## src/rtl/inst_cache_if.sv

```systemverilog
// Refill port between the instruction cache and the slower instruction memory.
//
// Handshake: the cache raises mem_req_o with a stable word-aligned mem_addr_o
// and holds both until the memory answers. The memory answers with a
// single-cycle mem_ack_i pulse, and mem_data_i is valid in that same cycle.
// mem_req_o drops on the following cycle. An ack with no request outstanding
// is ignored.
interface inst_cache_if;
  logic        mem_req_o;
  logic [31:0] mem_addr_o;
  logic        mem_ack_i;
  logic [31:0] mem_data_i;

  // Cache side: issues requests and consumes the refill data.
  modport master (
    output mem_req_o,
    output mem_addr_o,
    input  mem_ack_i,
    input  mem_data_i
  );

  // Memory side: answers requests.
  modport slave (
    input  mem_req_o,
    input  mem_addr_o,
    output mem_ack_i,
    output mem_data_i
  );
endinterface

```

## src/rtl/inst_cache.sv

```systemverilog
// Direct-mapped, read-only, one-word-per-line instruction cache.
//
// A hit returns the instruction combinationally, so the fetch stage sees a
// zero-wait ROM. A miss raises stall_o and refills one word over the memory
// port. When the refill completes, the cache returns to IDLE, and the held
// fetch address then hits.
module inst_cache #(
  parameter int LINES = 16,
  parameter int IDX_W = $clog2(LINES),
  parameter int TAG_W = 30 - IDX_W
) (
  input  logic               clk,
  input  logic               rst,
  input  logic               ce_i,
  input  logic [31:0]        addr_i,
  output logic [31:0]        inst_o,
  output logic               stall_o,
  input  logic               flush_i,
  inst_cache_if.master       mem,
  output logic [31:0]        miss_count_o
);

  typedef enum logic [0:0] {
    IDLE = 1'b0,
    REQ  = 1'b1
  } state_t;

  state_t             state_q, state_d;
  logic [LINES-1:0]   valid_q, valid_d;
  logic [31:0]        mem_addr_q, mem_addr_d;
  logic [31:0]        miss_count_q, miss_count_d;
  logic               mem_req;

  // The tag and data arrays are qualified by valid_q, so they need no reset.
  logic [TAG_W-1:0]   tag_mem  [LINES];
  logic [31:0]        data_mem [LINES];

  logic [IDX_W-1:0]   idx;
  logic [TAG_W-1:0]   tag;
  logic [IDX_W-1:0]   fill_idx;
  logic [TAG_W-1:0]   fill_tag;
  logic               hit;
  logic               hit_idle;
  logic               fill_we;

  assign idx      = addr_i[IDX_W+1:2];
  assign tag      = addr_i[31:IDX_W+2];
  // The refill always targets the address latched at miss start,
  // not whatever the core is presenting now.
  assign fill_idx = mem_addr_q[IDX_W+1:2];
  assign fill_tag = mem_addr_q[31:IDX_W+2];

  assign hit      = ce_i & valid_q[idx] & (tag_mem[idx] == tag);
  // During a refill, even a lookup that matches another line is held off.
  // This keeps the core in lockstep with the single outstanding miss.
  assign hit_idle = hit & (state_q == IDLE);
  assign fill_we  = (state_q == REQ) & mem.mem_ack_i;

  assign inst_o       = hit_idle ? data_mem[idx] : 32'h0;
  assign stall_o      = ce_i & ~hit_idle;
  assign mem.mem_req_o  = mem_req;
  assign mem.mem_addr_o = mem_addr_q;
  assign miss_count_o = miss_count_q;

  // Next-state, refill request and valid-bit bookkeeping.
  always_comb begin
    state_d      = state_q;
    valid_d      = valid_q;
    mem_addr_d   = mem_addr_q;
    miss_count_d = miss_count_q;
    mem_req      = 1'b0;
    unique case (state_q)
      IDLE: begin
        // A flush in the same cycle postpones the miss; the lookup retries next cycle.
        if (ce_i & ~hit & ~flush_i) begin
          state_d      = REQ;
          mem_addr_d   = {addr_i[31:2], 2'b00};
          miss_count_d = miss_count_q + 32'd1;
        end
      end
      REQ: begin
        mem_req = 1'b1;
        if (mem.mem_ack_i) begin
          state_d = IDLE;
          if (!flush_i) begin
            valid_d[fill_idx] = 1'b1;
          end
        end
      end
      default: state_d = IDLE;
    endcase
    // Flush wins over a refill landing in the same cycle.
    if (flush_i) begin
      valid_d = '0;
    end
  end

  // Control state register with synchronous reset.
  always_ff @(posedge clk) begin
    if (rst) begin
      state_q      <= IDLE;
      valid_q      <= '0;
      mem_addr_q   <= 32'h0;
      miss_count_q <= 32'h0;
    end else begin
      state_q      <= state_d;
      valid_q      <= valid_d;
      mem_addr_q   <= mem_addr_d;
      miss_count_q <= miss_count_d;
    end
  end

  // Line storage is written only when a refill completes.
  always_ff @(posedge clk) begin
    if (fill_we && !rst) begin
      tag_mem[fill_idx]  <= fill_tag;
      data_mem[fill_idx] <= mem.mem_data_i;
    end
  end

endmodule

```

## src/flat_wrapper.sv

```systemverilog
// flat-port wrapper written by rule: the top's interface ports become plain ports
module inst_cache_flat 
#(
  parameter int LINES = 16,
  parameter int IDX_W = $clog2(LINES),
  parameter int TAG_W = 30 - IDX_W
)
  (clk, rst, ce_i, addr_i, inst_o, stall_o, flush_i, miss_count_o, mem_mem_req_o, mem_mem_addr_o, mem_mem_ack_i, mem_mem_data_i);
  inst_cache_if mem_i ();
  input  logic clk;
  input  logic rst;
  input  logic ce_i;
  input  logic [31:0] addr_i;
  output logic [31:0] inst_o;
  output logic stall_o;
  input  logic flush_i;
  output logic [31:0] miss_count_o;
  output wire logic [$bits(mem_i.mem_req_o)-1:0] mem_mem_req_o;
  output wire logic [$bits(mem_i.mem_addr_o)-1:0] mem_mem_addr_o;
  input wire logic [$bits(mem_i.mem_ack_i)-1:0] mem_mem_ack_i;
  input wire logic [$bits(mem_i.mem_data_i)-1:0] mem_mem_data_i;
  assign mem_mem_req_o = mem_i.mem_req_o;
  assign mem_mem_addr_o = mem_i.mem_addr_o;
  assign mem_i.mem_ack_i = mem_mem_ack_i;
  assign mem_i.mem_data_i = mem_mem_data_i;
  inst_cache #(.LINES(LINES), .IDX_W(IDX_W), .TAG_W(TAG_W)) u_core (.clk(clk), .rst(rst), .ce_i(ce_i), .addr_i(addr_i), .inst_o(inst_o), .stall_o(stall_o), .flush_i(flush_i), .mem(mem_i), .miss_count_o(miss_count_o));
endmodule
```

## config.mk

```make
export PLATFORM = sky130hd
export DESIGN_NAME = inst_cache_flat
export DESIGN_NICKNAME = d
export VERILOG_FILES = /design/src/rtl/inst_cache_if.sv /design/src/rtl/inst_cache.sv /design/src/flat_wrapper.sv
export SDC_FILE = /design/constraint.sdc
export NUM_CORES = 1
export LEC_CHECK = 0
export ABC_AREA = 1
export BUFFER_PORTS_ARGS = -buffer_cell sky130_fd_sc_hd__clkbuf_2
export CAP_MARGIN = 40
export CORE_MARGIN = 2
export CORE_UTILIZATION = 60
export DETAILED_ROUTE_END_ITERATION = 8
export GPL_ROUTABILITY_DRIVEN = 0
export PLACE_DENSITY_LB_ADDON = 0.12
export REMOVE_ABC_BUFFERS = 1
export SLEW_MARGIN = 20
export SYNTH_ARGS = -nofsm -noshare
export SYNTH_HDL_FRONTEND = slang
export SYNTH_SLANG_ARGS = --single-unit
```

## constraint.sdc

```tcl
create_clock -name clk -period 7.8 [get_ports clk]
set_clock_uncertainty 0.2 [all_clocks]
set_input_delay 0.78 -clock clk [delete_from_list [all_inputs] [get_ports clk]]
set_output_delay 0.78 -clock clk [all_outputs]
set_load 0.05 [all_outputs]
```

# Word-level counts from Yosys, hierarchy flattened
# Memories as Yosys holds them, arrays and structs flattened.
# Cells that the tools add are included.
dict set report op_classes {
  add_sub_neg 1
  n_lt_le_gt_ge 3
  eq_ne 1
  mux 11
  bitwise 12
  n_reduce_logical 6
}
# cell n
set ops {}
lappend ops {{$add 32x1->32 const B} 1}
lappend ops {{$mux 32} 1}
lappend ops {{$eq 26x26->1} 1}
lappend ops {{$or 16x16->16} 1}
lappend ops {{$lt 4x5->1 const B} 2}
lappend ops {{$and 1x1->1} 7}
lappend ops {{$mux 1} 7}
lappend ops {{$bmux 1 s4} 1}
lappend ops {{$demux 1 s4} 1}
lappend ops {{$ge 4x1->1 const B} 1}
lappend ops {{$not 1->1} 4}
lappend ops {{$reduce_and 2->1} 2}
lappend ops {{$logic_and 1x1->1} 2}
lappend ops {{$pmux 1 s2} 1}
lappend ops {{$reduce_or 2->1} 1}
lappend ops {{$logic_not 1->1} 1}
dict set report totals {
  register_bits 79
  ram_bits 928
  inputBits 69
  output_inout_bits 98
  elab_cells 40
  memories 2
}
# name words width read_ports rd_clocked_by_memory_dff wr line
set mem_list {}
lappend mem_list {u_core.data_mem 16 32 1 0 1 inst_cache.sv:36} ;# logic [31:0] data_mem [LINES];
lappend mem_list {u_core.tag_mem 16 26 1 0 1 inst_cache.sv:35} ;# logic [TAG_W-1:0] tag_mem [LINES];

# Logic depth before layout (Yosys ltp)
dict set report logic_depth {
  depth_word 9
  ltp_mapped 23
  mapped_depth_nobuf 19
}

# Least setup slack after synthesis
# OpenSTA, ideal clock, no wires.
dict set report synth_timing {
  path_kind {flip-flop to flip-flop}
  start {register u_core.state_q}
  end {memory u_core.data_mem[0][0], enable pin}
  setup_time_ns 0.474
  t_arrival_ns 3.894
  required_ns 7.126
  path_slack_ns 3.232
  stages_incl_launch_ff 6
  n_path_buf 1
  synth_period_minus_slack_ns 4.568
  path_cell_list {dfxtp_1 clkbuf_1 nand2_1 nor3_1 nand2_1 nor2_1}
}
dict set report synth_between {
  elab_chain_cells 4
}
# element line
set synth_rtl {}
lappend synth_rtl {{from (decl)} inst_cache.sv:28} ;# state_t state_q, state_d;
lappend synth_rtl {{from (signal assigned)} inst_cache.sv:106} ;# state_q <= state_d;
lappend synth_rtl {{$and 1x1->1} inst_cache.sv:57} ;# assign fill_we = (state_q == REQ) & mem.mem_ack_i;
lappend synth_rtl {{$logic_and 1x1->1} inst_cache.sv:115} ;# if (fill_we && !rst) begin
lappend synth_rtl {{$mux 1} inst_cache.sv:115}
lappend synth_rtl {{$mux 1 (implied by the code)} inst_cache.sv:117} ;# data_mem[fill_idx] <= mem.mem_data_i;
lappend synth_rtl {{to (decl)} inst_cache.sv:36}
# No other way between the ends.

# Worst setup path after layout
dict set report layout_timing {
  start {input addr_i[2]}
  end {output inst_o[17]}
}
dict set report layout_between {
  elab_chain_cells 6
  elab_cells_between_ends 9
  classes_between {eq/ne (1); mux (3); bitwise (3); memory (2)}
}
# element line
set layout_rtl {}
lappend layout_rtl {{from (decl)} flat_wrapper.sv:13} ;# input logic [31:0] addr_i;
lappend layout_rtl {{parallel branches: the longest is 5 deep, another holds $mem_v2 16x26} -}
lappend layout_rtl {{$mux 32 *} inst_cache.sv:59} ;# assign inst_o = hit_idle ? data_mem[idx] : 32'h0;
lappend layout_rtl {{to (decl)} flat_wrapper.sv:14} ;# output logic [31:0] inst_o;
# Mark *: on every way between the ends. The select of a mux whose other input is x is not followed.

==> summary.txt <==
Synthesis
  • Synth Instances: 3709
  • Yosys top cell by area: edfxtp_1
  • Count leader, synth: nand2_1
  • Synth Area per Inst: 11.2 µm²
  • Ys async rst share: 0%
  • Synth Warn #: 0
  • Top cells by count, synth: nand2_1 (954), edfxtp_1 (928), nor2_1 (340), nand3_1 (289), a21oi_1 (261)
  • Top FF cell, synth: edfxtp_1
  • Synth top area cells: edfxtp_1 (67%), nand2_1 (8.6%), dfxtp_1 (3.8%)
  • Flops & latches, synth: 1007
  • Netlist cell types: 37
  • Post-synth EDFFs: 928
  • Share of the synthesized area in the top cell type: 67.0%
  • Post-synthesis sequential area ratio: 70.8%
  • Mapped cell area: 0.0416 mm²

CTS
  • TritonCTS Buffers: 98
  • CTS clock-pin slew for the worst setup and hold paths: 0.06 ns
  • Clock Sinks: 1007
  • CTS tree: built
  • H-tree depth: 3
  • CTS Buffer Depth: 3
  • Cts hold-fix bufs: 0
  • Post-CTS Setup Inserts: 0
  • Worst-Skew Late Latency: 0.66 ns
  • PostCTS Resize Cnt: 0
  • CTS root buffer: clkbuf_16

Worst setup path
  • Crit-path cells: buf_8 > buf_4 > nor2_1 > nor2_1 > o21ai_1 > nand3_1 > nand3_1 > nand3_1 > nand2_1 > nor2_1 > nand4_1 > nor3_1 > nand2_1 > nor2_1 > nand2_2 > buf_12 > nor2_1 > clkbuf_2
  • Slowest CP cell: buf_4
  • Worst Setup SP: addr_i[2]
  • Register-to-Register Path Depth: 18
  • CP endpoint kind: primary output
  • Reg-to-Reg Start: u_core.tag_mem[15][1]
  • Most frequent CP cell: nor2_1
  • RR Endpoint: u_core.mem.mem_addr_o[25]
  • Crit Path Max Fanout: 130
  • FF-to-FF setup slack: 4.04 ns
  • CP Launch Type: input pin
  • Slowest Stage Delay on Critical Path: 0.69 ns
  • Worst path arrival time: 4.91 ns
  • Top Family by Delay on Critical Path: simple AND/OR/NAND/NOR gates
  • CP endpoint: inst_o[17]
  • Req. time, crit path: 6.82 ns
  • WP depth: 18
  • Buf/Inv on CP: 4
  • Setup Crit Path Kind: input pin to primary output

Hold path
  • Worst hold path type: input pin to register

Pwr
  • Maximum vdd drop: 188 µV
  • Cell Pwr Density: 241 mW/mm²
  • Leakage: 17.5 nW

Layout
  • Final Cell Area: 0.0467 mm²
  • Number of fill cells: 4861
  • Nets: 3884
  • Non-filler cells, final: 4830
  • Area Overhead vs Synth: 12.3%
  • Layout cell share with drive strength beyond 1: 10.4%

Placed design
  • Placed cell areas: 0.0435 mm²
  • Dpl cells: 4640
  • Post-DP HPWL: 57.2 mm
  • Buffers on Ports: 162

Drt
  • Drt via density: 5.96
  • Average wire per standard cell: 22.0 µm
  • DRC violations left: 0
  • First drt pass iteration count: 6
  • Vias: 28782
  • DRT antenna net count: 0
  • Initial DRC count: 3147
  • WL final: 106 mm

Timing
  • Max-Slew Margin vs Limit: 37.4%
  • Max Clk Rate: 170 MHz
  • # setup viols final: 0
  • Setup_tns: 0 ns
  • Fin. Hold Viols: 0
  • RSZ-0062 raised after global routing: false
  • Fin crit share: 75.5%
  • Worst-Margin Slew: 0.940 ns
  • Final Max Tran Viols: 0
  • Period minus WS final: 5.89 ns

Floorplan
  • Die width: 267 µm
  • Initial Utilization: 60.7%
  • # rows: 96
  • Core ar.: 0.0686 mm²
  • Die Y: 267 µm
  • DIE AREA: 0.0715 mm²
  • Io pins: 167

GRT
  • Pin count of the biggest net entering global routing: 139
  • GRT Util Overall: 29.8%
  • Vias in the first global route: 27962
  • Grt ovf: 0
  • First-pass GRT wire length: 160 mm
  • Antenna violations before repair: 4

Status
  • Status: completed

Run
  • Max Cap Violations: 0
## cells in the final DEF, fill, tap and decap left out, drive strengths merged
cell      synthesis  layout
nand2           954     954
edfxtp          928     928
nor2            340     340
nand3           290     290
clkbuf          106     285
inv             271     273
a21oi           261     261
a221oi          115     115
o21ai            89      89
dfxtp            79      79
buf             123      74
clkinv           13      56
nand4            36      36
o31ai            31      31
o211ai           30      30
nor3             13      13
a31oi             8       8
bufinv            0       8
nor4              5       5
or2               4       4
diode             0       3
xor2              3       3
clkinvlp          0       3
o22ai             2       2
conb              1       2
o221ai            1       1
nand3b            1       1
o2111ai           1       1
a21o              1       1
a32oi             1       1
or3               1       1
ha                1       1
## how the worst min path moves through the flow
stage	depth (start not counted)	startpoint	to	slack, ns
5_1_grt	3	addr_i[30]	u_core.mem.mem_addr_o[30]	0.21
3_5_place_dp	2	u_core.valid_q[12]	u_core.valid_q[12]	0.24
2_1_floorplan	2	u_core.valid_q[0]	u_core.valid_q[0]	0.23
6_report	3	addr_i[14]	u_core.mem.mem_addr_o[14]	0.18
4_1_cts	3	addr_i[30]	u_core.mem.mem_addr_o[30]	0.16
3_3_place_gp	2	u_core.valid_q[4]	u_core.valid_q[4]	0.23
## registers in the layout (all words and copies together), names as in the netlist
name	count
u_core.data_mem	512
u_core.tag_mem	416
u_core.miss_count_o	32
u_core.mem.mem_addr_o	30
u_core.valid_q	16
u_core.state_q	1
## where the power goes
| group | leakage (nW) | internal, mW | switching (mW) |
|---|---|---|---|
| Clock | 1.52 | 2.64 | 1.97 |
| Combinational | 6.88 | 0.182 | 0.496 |
| Sequential | 9.06 | 5.92 | 0.0501 |
## cell families after synthesis
| family | count (synthesis) | synth area share (%) |
|---|---|---|
| simple gates | 1644 | 16.1 |
| buf+inv | 513 | 5.08 |
| compound gates | 540 | 7.96 |
| flops | 1007 | 70.8 |
| xor+xnor | 3 | 0.0632 |
| fa+ha+maj | 1 | 0.0301 |
| other cells | 1 | 0.00901 |
## metal layers
layer | routed length, µm | vias up | track usage [%]
li1 | - | 13152 | -
met1 | 40900 | 14085 | 39.0
met2 | 53500 | 1355 | 51.4
met3 | 9140 | 188 | 4.34
met4 | 2860 | 2 | 10.2
met5 | 13 | - | 0
## per-stage QoR
step / setup WS (ns) / total power [mW] / hold WS [ns] / utilization, %
final: 1.91 / 11.3 / 0.182 / 68.1
after global routing: 1.62 / 11.6 / 0.207 / 68.1
after CTS: 1.95 / 11.3 / 0.159 / 68.0
after detailed placement: 2.00 / 6.75 / 0.240 / 63.4
after global placement: 1.80 / 6.72 / 0.232 / 62.8
after floorplan: 0.152 / 6.45 / 0.226 / -
## worst register-to-register path, stage by stage, from the launching register on
cell and delay, ns:
edfxtp_1 0.35, inv_1 0.06, nand2_1 0.04, o211ai_1 0.10, nand3_1 0.10, nand3_1 0.16, nand2_1 0.06, nand2_1 0.24
nand3_1 0.18, nor2_1 0.12, nand2_1 0.05, nor2_1 0.11, nand2_2 0.35, buf_16 0.34, nand3_2 0.22, buf_4 0.63
nand2_1 0.17, nand2_1 0.11, nor2_1 0.05
## cell type report
| class | count | area [µm²] | area share (%) |
|---|---|---|---|
| antenna | 3 | 7.51 | 0.0161 |
| clock buffer | 126 | 2620 | 5.61 |
| clock inverter | 56 | 519 | 1.11 |
| inverter | 284 | 1080 | 2.32 |
| multi-input combinational | 2190 | 10200 | 21.8 |
| sequential | 1007 | 29400 | 63.0 |
| tap | 931 | 1160 | 2.49 |
| timing repair buffer | 233 | 1720 | 3.67 |
(Power assumes the default switching activity.)
